==> src/rtl/sram_port0_ctrl.sv <==
// Port-0 (RW) initiator for a 1rw1r OpenRAM macro: request stream -> macro pins,
// macro read data -> in-order response FIFO with valid/ready output.
module sram_port0_ctrl #(
  parameter int ADDR_WIDTH = 8,
  parameter int DATA_WIDTH = 32,
  parameter int NUM_WMASKS = 4,
  parameter int RESP_DEPTH = 2
) (
  input  logic                  clk_i,
  input  logic                  rst_ni,
  input  logic                  req_valid_i,
  output logic                  req_ready_o,
  input  logic                  req_we_i,
  input  logic [ADDR_WIDTH-1:0] req_addr_i,
  input  logic [NUM_WMASKS-1:0] req_be_i,
  input  logic [DATA_WIDTH-1:0] req_wdata_i,
  output logic                  resp_valid_o,
  input  logic                  resp_ready_i,
  output logic [DATA_WIDTH-1:0] resp_rdata_o,
  output logic                  csb0_o,
  output logic                  web0_o,
  output logic [NUM_WMASKS-1:0] wmask0_o,
  output logic [ADDR_WIDTH-1:0] addr0_o,
  output logic [DATA_WIDTH-1:0] din0_o,
  input  logic [DATA_WIDTH-1:0] dout0_i
);

  localparam int PW = (RESP_DEPTH > 1) ? $clog2(RESP_DEPTH) : 1;
  localparam int CW = $clog2(RESP_DEPTH + 1);
  localparam logic [CW:0]   DEPTH_L  = (CW + 1)'(RESP_DEPTH);
  localparam logic [CW-1:0] FULL_CNT = CW'(RESP_DEPTH);
  localparam logic [PW-1:0] LAST_PTR = PW'(RESP_DEPTH - 1);

  logic [DATA_WIDTH-1:0] fifo_mem_reg [RESP_DEPTH];
  logic [PW-1:0]         wr_ptr_reg, wr_ptr_next;
  logic [PW-1:0]         rd_ptr_reg, rd_ptr_next;
  logic [CW-1:0]         count_reg, count_next;
  logic                  rd_pend_reg, rd_pend_next;
  logic [CW:0]           occupancy;
  logic                  accept;
  logic                  push;
  logic                  pop;

  // Ready counts the in-flight read as occupied, so the FIFO can never overflow;
  // it deliberately ignores a same-cycle pop to keep resp_ready_i off this path.
  assign occupancy    = {1'b0, count_reg} + {{CW{1'b0}}, rd_pend_reg};
  assign req_ready_o  = rst_ni & (occupancy < DEPTH_L);
  assign accept       = req_valid_i & req_ready_o;
  assign push         = rd_pend_reg;
  assign resp_valid_o = (count_reg != '0);
  assign pop          = resp_valid_o & resp_ready_i;
  assign resp_rdata_o = fifo_mem_reg[rd_ptr_reg];

  assign csb0_o  = ~accept;
  assign web0_o  = ~(rst_ni & req_we_i);
  assign addr0_o = req_addr_i;
  assign din0_o  = req_wdata_i;

  generate
    for (genvar gi = 0; gi < NUM_WMASKS; gi++) begin : g_wmask
      assign wmask0_o[gi] = rst_ni & req_we_i & req_be_i[gi];
    end
  endgenerate

  always_comb begin
    rd_pend_next = accept & ~req_we_i;
    wr_ptr_next  = wr_ptr_reg;
    rd_ptr_next  = rd_ptr_reg;
    count_next   = count_reg;
    if (push) begin
      wr_ptr_next = (wr_ptr_reg == LAST_PTR) ? '0 : wr_ptr_reg + PW'(1);
    end
    if (pop) begin
      rd_ptr_next = (rd_ptr_reg == LAST_PTR) ? '0 : rd_ptr_reg + PW'(1);
    end
    case ({push, pop})
      2'b10:   count_next = count_reg + CW'(1);
      2'b01:   count_next = count_reg - CW'(1);
      default: count_next = count_reg;
    endcase
  end

  always_ff @(posedge clk_i or negedge rst_ni) begin
    if (!rst_ni) begin
      wr_ptr_reg  <= '0;
      rd_ptr_reg  <= '0;
      count_reg   <= '0;
      rd_pend_reg <= 1'b0;
    end else begin
      wr_ptr_reg  <= wr_ptr_next;
      rd_ptr_reg  <= rd_ptr_next;
      count_reg   <= count_next;
      rd_pend_reg <= rd_pend_next;
    end
  end

  // Data storage needs no reset: count_reg alone decides what is valid.
  always_ff @(posedge clk_i) begin
    if (push) begin
      fifo_mem_reg[wr_ptr_reg] <= dout0_i;
    end
  end

  a_no_overflow: assert property (@(posedge clk_i) disable iff (!rst_ni)
    !(push && !pop && (count_reg == FULL_CNT)));

endmodule

==> config.mk <==
export PLATFORM = sky130hd
export DESIGN_NAME = sram_port0_ctrl
export DESIGN_NICKNAME = d
export VERILOG_FILES = /design/src/rtl/sram_port0_ctrl.sv
export SDC_FILE = /design/constraint.sdc
export NUM_CORES = 1
export LEC_CHECK = 0
export BUFFER_PORTS_ARGS = -buffer_cell sky130_fd_sc_hd__buf_2
export CORE_AREA = 2 2 102 104
export DETAILED_ROUTE_END_ITERATION = 8
export DIE_AREA = 0 0 104 106
export PLACE_DENSITY = 0.63
export REMOVE_ABC_BUFFERS = 1
export SETUP_SLACK_MARGIN = 0.2
export SLEW_MARGIN = 20
export SYNTH_ARGS = -nofsm -noshare
export SYNTH_HDL_FRONTEND = slang
export SYNTH_SLANG_ARGS = --single-unit
export TNS_END_PERCENT = 10
==> constraint.sdc <==
create_clock -name clk_i -period 2.1 [get_ports clk_i]
set_input_delay 0.105 -clock clk_i [delete_from_list [all_inputs] [get_ports clk_i]]
set_output_delay 0.105 -clock clk_i [all_outputs]
set_load 0.05 [all_outputs]
-- Yosys cells after proc, flatten, opt, wreduce, memory -nomap -nowiden
Memory sizes are Yosys's and may differ from the RTL's.
Index checks and enable logic that the tools add are counted.
- bits in registers: 5
- latch bits: 0
- bits in writable memories: 64
- memory bits (read-only): 0
- output and inout bits: 80
- memories: 1
- memories (memory ; words ; width ; read ports ; clocked after memory_dff ; write ports ; line ; RTL):
    fifo_mem_reg ; 2 ; 32 ; 1 ; 0 ; 1 ; 34 ; logic [DATA_WIDTH-1:0] fifo_mem_reg [RESP_DEPTH];
- $add $sub $neg: 5
- multiply operators: 0
- divide/modulo/power cells: 0
- magnitude comparators: 1
- equality and inequality tests: 2
- shifts and indexed selects: 0
- muxes and demuxes: 5
- bitwise gates (word level): 12
- reduce and logical (&&, ||, !) cells: 2
- operators with widths (operator ; number):
    $and 1x1->1 ; 9
    $mux 1 ; 4
    $pmux 2 s2 ; 1
    $reduce_bool 2->1 ; 2
    $add 2x1->3 ; 1
    $lt 3x2->1 const B ; 1
    $not 1->1 ; 3
    $add 1x1->1 const B ; 2
    $add 2x1->2 const B ; 1
    $eq 2x1->1 const B ; 1
    $eq 2x2->1 const B ; 1
    $sub 2x1->2 const B ; 1

-- Depth between registers and ports, before layout
- depth after elaboration: 5
- mapped depth: 6

-- Worst setup path before layout
Ideal clock, no wire load.
- path type: reg-to-reg
- start: register rd_pend_reg (netlist: push)
- end: memory fifo_mem_reg[0][0] (enable)
- data arrival time: 1.819 ns
- required time: 1.679 ns
- setup slack: -0.140 ns
- cell stages (with the launch flop): 3
- path buffers: 0
- period minus slack after synthesis: 2.240 ns
- cells stage by stage: dfrtp_1 -> inv_1 -> nor2_1
- word-level cells in the longest chain between the ends: 2
- RTL lines (what ; line ; RTL):
    start: declaration ; 38 ; logic rd_pend_reg, rd_pend_next;
    start signal: assignment ; 93 ; rd_pend_reg <= rd_pend_next;
    $mux 1 ; 99 ; if (push) begin
    $mux 1 (not written as such) ; 100 ; fifo_mem_reg[wr_ptr_reg] <= dout0_i;
    end: declaration ; 34 ;
No other way between the ends.

-- Final worst setup path
- start: register rd_ptr_reg
- end: output port resp_rdata_o[17]
- word-level cells in the longest chain between the ends: 1
- RTL lines (what ; line ; RTL):
    start: declaration ; 36 ; logic [PW-1:0] rd_ptr_reg, rd_ptr_next;
    start signal: assignment ; 91 ; rd_ptr_reg <= rd_ptr_next;
    $mem_v2 2x32 ; - ;
    end: declaration ; 19 ; output logic [DATA_WIDTH-1:0] resp_rdata_o,
No other way between the ends.

==> run_results.csv <==
group,metric,value,unit
status,status,"finished, final reports clean",
logic_synthesis,synth_common_cells,"64 x edfxtp_1, 40 x buf_4, 32 x mux2_2, 5 x dfrtp_1, 4 x and3_1",
logic_synthesis,yosysMostFrequentCell,"edfxtp_1",
min_path,hp-class,"in2reg",
logic_synthesis,synth_area_leaders,"edfxtp_1 66%, mux2_2 12%, buf_4 10%",
logic_synthesis,ys_async_sr_fraction,0.0725,
timing,rsz0062_at_grt,"false",
layout,drive_above_1_share,0.516,
grt,antenna_found_initial,0,
clock_network,insertion_delay,330,ps
timing,drv_slew,0,
die,std_cell_rows,37,
power,power.share.combinational,0.383,
layout,fillerInstances,987,
logic_synthesis,ys_types,18,
timing,relSlewSlack,0.797,
route,vias,1698,
grt,overflow,0,
die,die_y,106,um
clock_network,htree_levels,3,
worst_setup_path,max_stage_delay,550,ps
worst_setup_path,crit_path_end,"resp_rdata_o[17]",
route,post-route-drc-count,0,
logic_synthesis,synth-edff-count,64,
die,die_x,104,um
grt,grt_max_degree,23,
power,p_leak,0.00141,uW
logic_synthesis,ys.warnings.count,0,
place,dpl_cell_area,3190,um^2
timing,period_needed,1800,ps
layout,design_area,3670,um^2
logic_synthesis,synth.top_cell.area_share,0.664,
worst_setup_path,path_cells,"buf_12, mux2_2, buf_2",
logic_synthesis,ys_ff_latch,69,
worst_setup_path,critPathSlowestCell,"dfrtp_2",
worst_setup_path,r2r_slack,550,ps
logic_synthesis,synthesis.area,2900,um^2
die,io_pins,161,
worst_setup_path,critical_path_class,"reg2out",
timing,fin_crit_sh,0.858,
worst_setup_path,startpoint,"rd_ptr_reg",
logic_synthesis,ys_seq_area_frac,0.707,
timing,hold_viol,0,
worst_setup_path,r2r_start,"count_reg[0]",
route,antenna_left,0,
logic_synthesis,syn_area_per_cell,17.4,um^2
die,core_area,10000,um^2
clock_network,cts_setup_buffers,0,
place,port-buffer-count,80,
timing,tightest_slew,305,ps
power,ir_drop,0.000396,V
clock_network,hold_buffers,33,
route,drt-initial-drc-count,33,
worst_setup_path,critPathCaptureType,"primary output",
clock_network,cts_tree,"yes",
clock_network,cts.clk_slew.worst_paths,70,ps
worst_setup_path,path_buf_inv,2,
logic_synthesis,syn_inst,166,
grt,grt_first_pass_wirelength,9.96,mm
route,drt-vias-per-instance,4.33,
power,power_density,1150,nW/um^2
power,p_sw,1600,uW
timing,hold_slack,28.4,ps
power,swShare,0.381,
layout,syn_to_final_growth,26.7,%
worst_setup_path,worstPathArrival,1700,ps
clock_network,cts_buffers,9,
timing,fmaxAchievable,555,MHz
worst_setup_path,cp.depth,3,
logic_synthesis,synth_flop_cell,"edfxtp_1",
route,drt-pass1-iter-count,6,
worst_setup_path,startpoint_type,"flip-flop",
grt,grt_use_total,0.127,
worst_setup_path,worstPathMaxFanout,22,
clock_network,cts_resized,0,
route,wire_per_inst,17.5,um
worst_setup_path,critPathRequiredTime,2000,ps
timing,setup_violations,0,
layout,fin_nets,333,
timing,clock_skew,6.46,ps
power,power,4200,uW
die,dieArea,11000,um^2
power,p_int,2600,uW
clock_network,clkSinkCount,69,
layout,largest_register_ffs,64,
place,dp_hpwl,4.63,mm
worst_setup_path,ff2ff_path_depth,5,
grt,grt_pass1_vias,1721,
worst_setup_path,rr_endpoint,"count_reg[1]",
route,routed_wirelength,6.85,mm
worst_setup_path,crit_family,"flip-flops",
clock_network,cts_root_buffer,"clkbuf_8",
layout,finish.utilization,0.367,
power,power.share.sequential,0.411,
min_path,min_path_cells,2,
layout,num_antenna_cells,0,
timing,fin_ws,297,ps
logic_synthesis,synth_area_leader_cell,"edfxtp_1",
job,cap_viol_max_count,0,
clock_network,cts_buffer_depth,2,
place,pre_cts_ws,566,ps
place,gp_congestion,0.686,
power,p_clk_frac,0.207,
die,start_util,0.290,
power groups by stage:
stage	logic [uW]	registers, uW	clock network, uW
after floorplan	1180	1770	0
after global placement	1560	1750	0
after detailed placement	1570	1760	0
after CTS	1630	1730	917
after global routing	1690	1740	971
final	1610	1730	869
routing by layer:
| metal | up-vias | GRT usage | wire (um) |
|---|---|---|---|
| li1 | 734 | - | - |
| met1 | 809 | 0.147 | 2890 |
| met2 | 129 | 0.161 | 2770 |
| met3 | 22 | 0.0969 | 974 |
| met4 | 4 | 0.0647 | 141 |
| met5 | - | 0.0667 | 78 |
through the flow:
stage               instances  setup TNS [ps]
finish                    392               0
global route              392               0
CTS                       392               0
detailed placement        343               0
global placement          343               0
floorplan                 122           -4490
cells by family (layout without fill, tap and decap cells):
| family | after synthesis | in the layout | synth area share |
|---|---|---|---|
| compound gates | 1 | 1 | 0.00432 |
| xor+xnor | 5 | 5 | 0.0151 |
| fa+ha+maj | 1 | 1 | 0.00432 |
| buf+inv | 46 | 136 | 0.120 |
| flops | 69 | 69 | 0.707 |
| mux | 32 | 32 | 0.124 |
| simple gates | 12 | 12 | 0.0251 |
how the worst min path moves through the flow:
stage | from | end | slack [ps]
finish | req_valid_i | push | 30
global route | req_valid_i | push | 9
CTS | req_valid_i | push | 6
detailed placement | rst_ni | count_reg[1] | -40
global placement | rst_ni | count_reg[0] | -40
floorplan | rst_ni | count_reg[0] | -190
worst reg2reg max path: stages, from the launching register on:
cell     delay, ps
dfrtp_1        450
or2_4          280
and2_4         160
ha_1           300
nor2_1         140
xor2_1         160
layout make-up:
class | instances | area [um^2] | share of cell area
tap | 136 | 170 | 0.0464
sequential | 69 | 2050 | 0.559
timing repair buffer | 118 | 781 | 0.213
multi-input combinational | 51 | 510 | 0.139
inverter | 2 | 7.51 | 0.00205
clock buffer | 16 | 150 | 0.0409
layout by cell type (no fill, tap or decap), drive strengths merged:
master,n
buf,85
dfrtp,5
inv,2
clkbuf,16
and2,2
a211oi,1
mux2,32
xnor2,2
ha,1
or2,1
xor2,3
and3,4
nor2,2
and3b,1
edfxtp,64
nand2,2
dlygate4sd3,33
No activity file was read; power rests on OpenSTA's default activity.
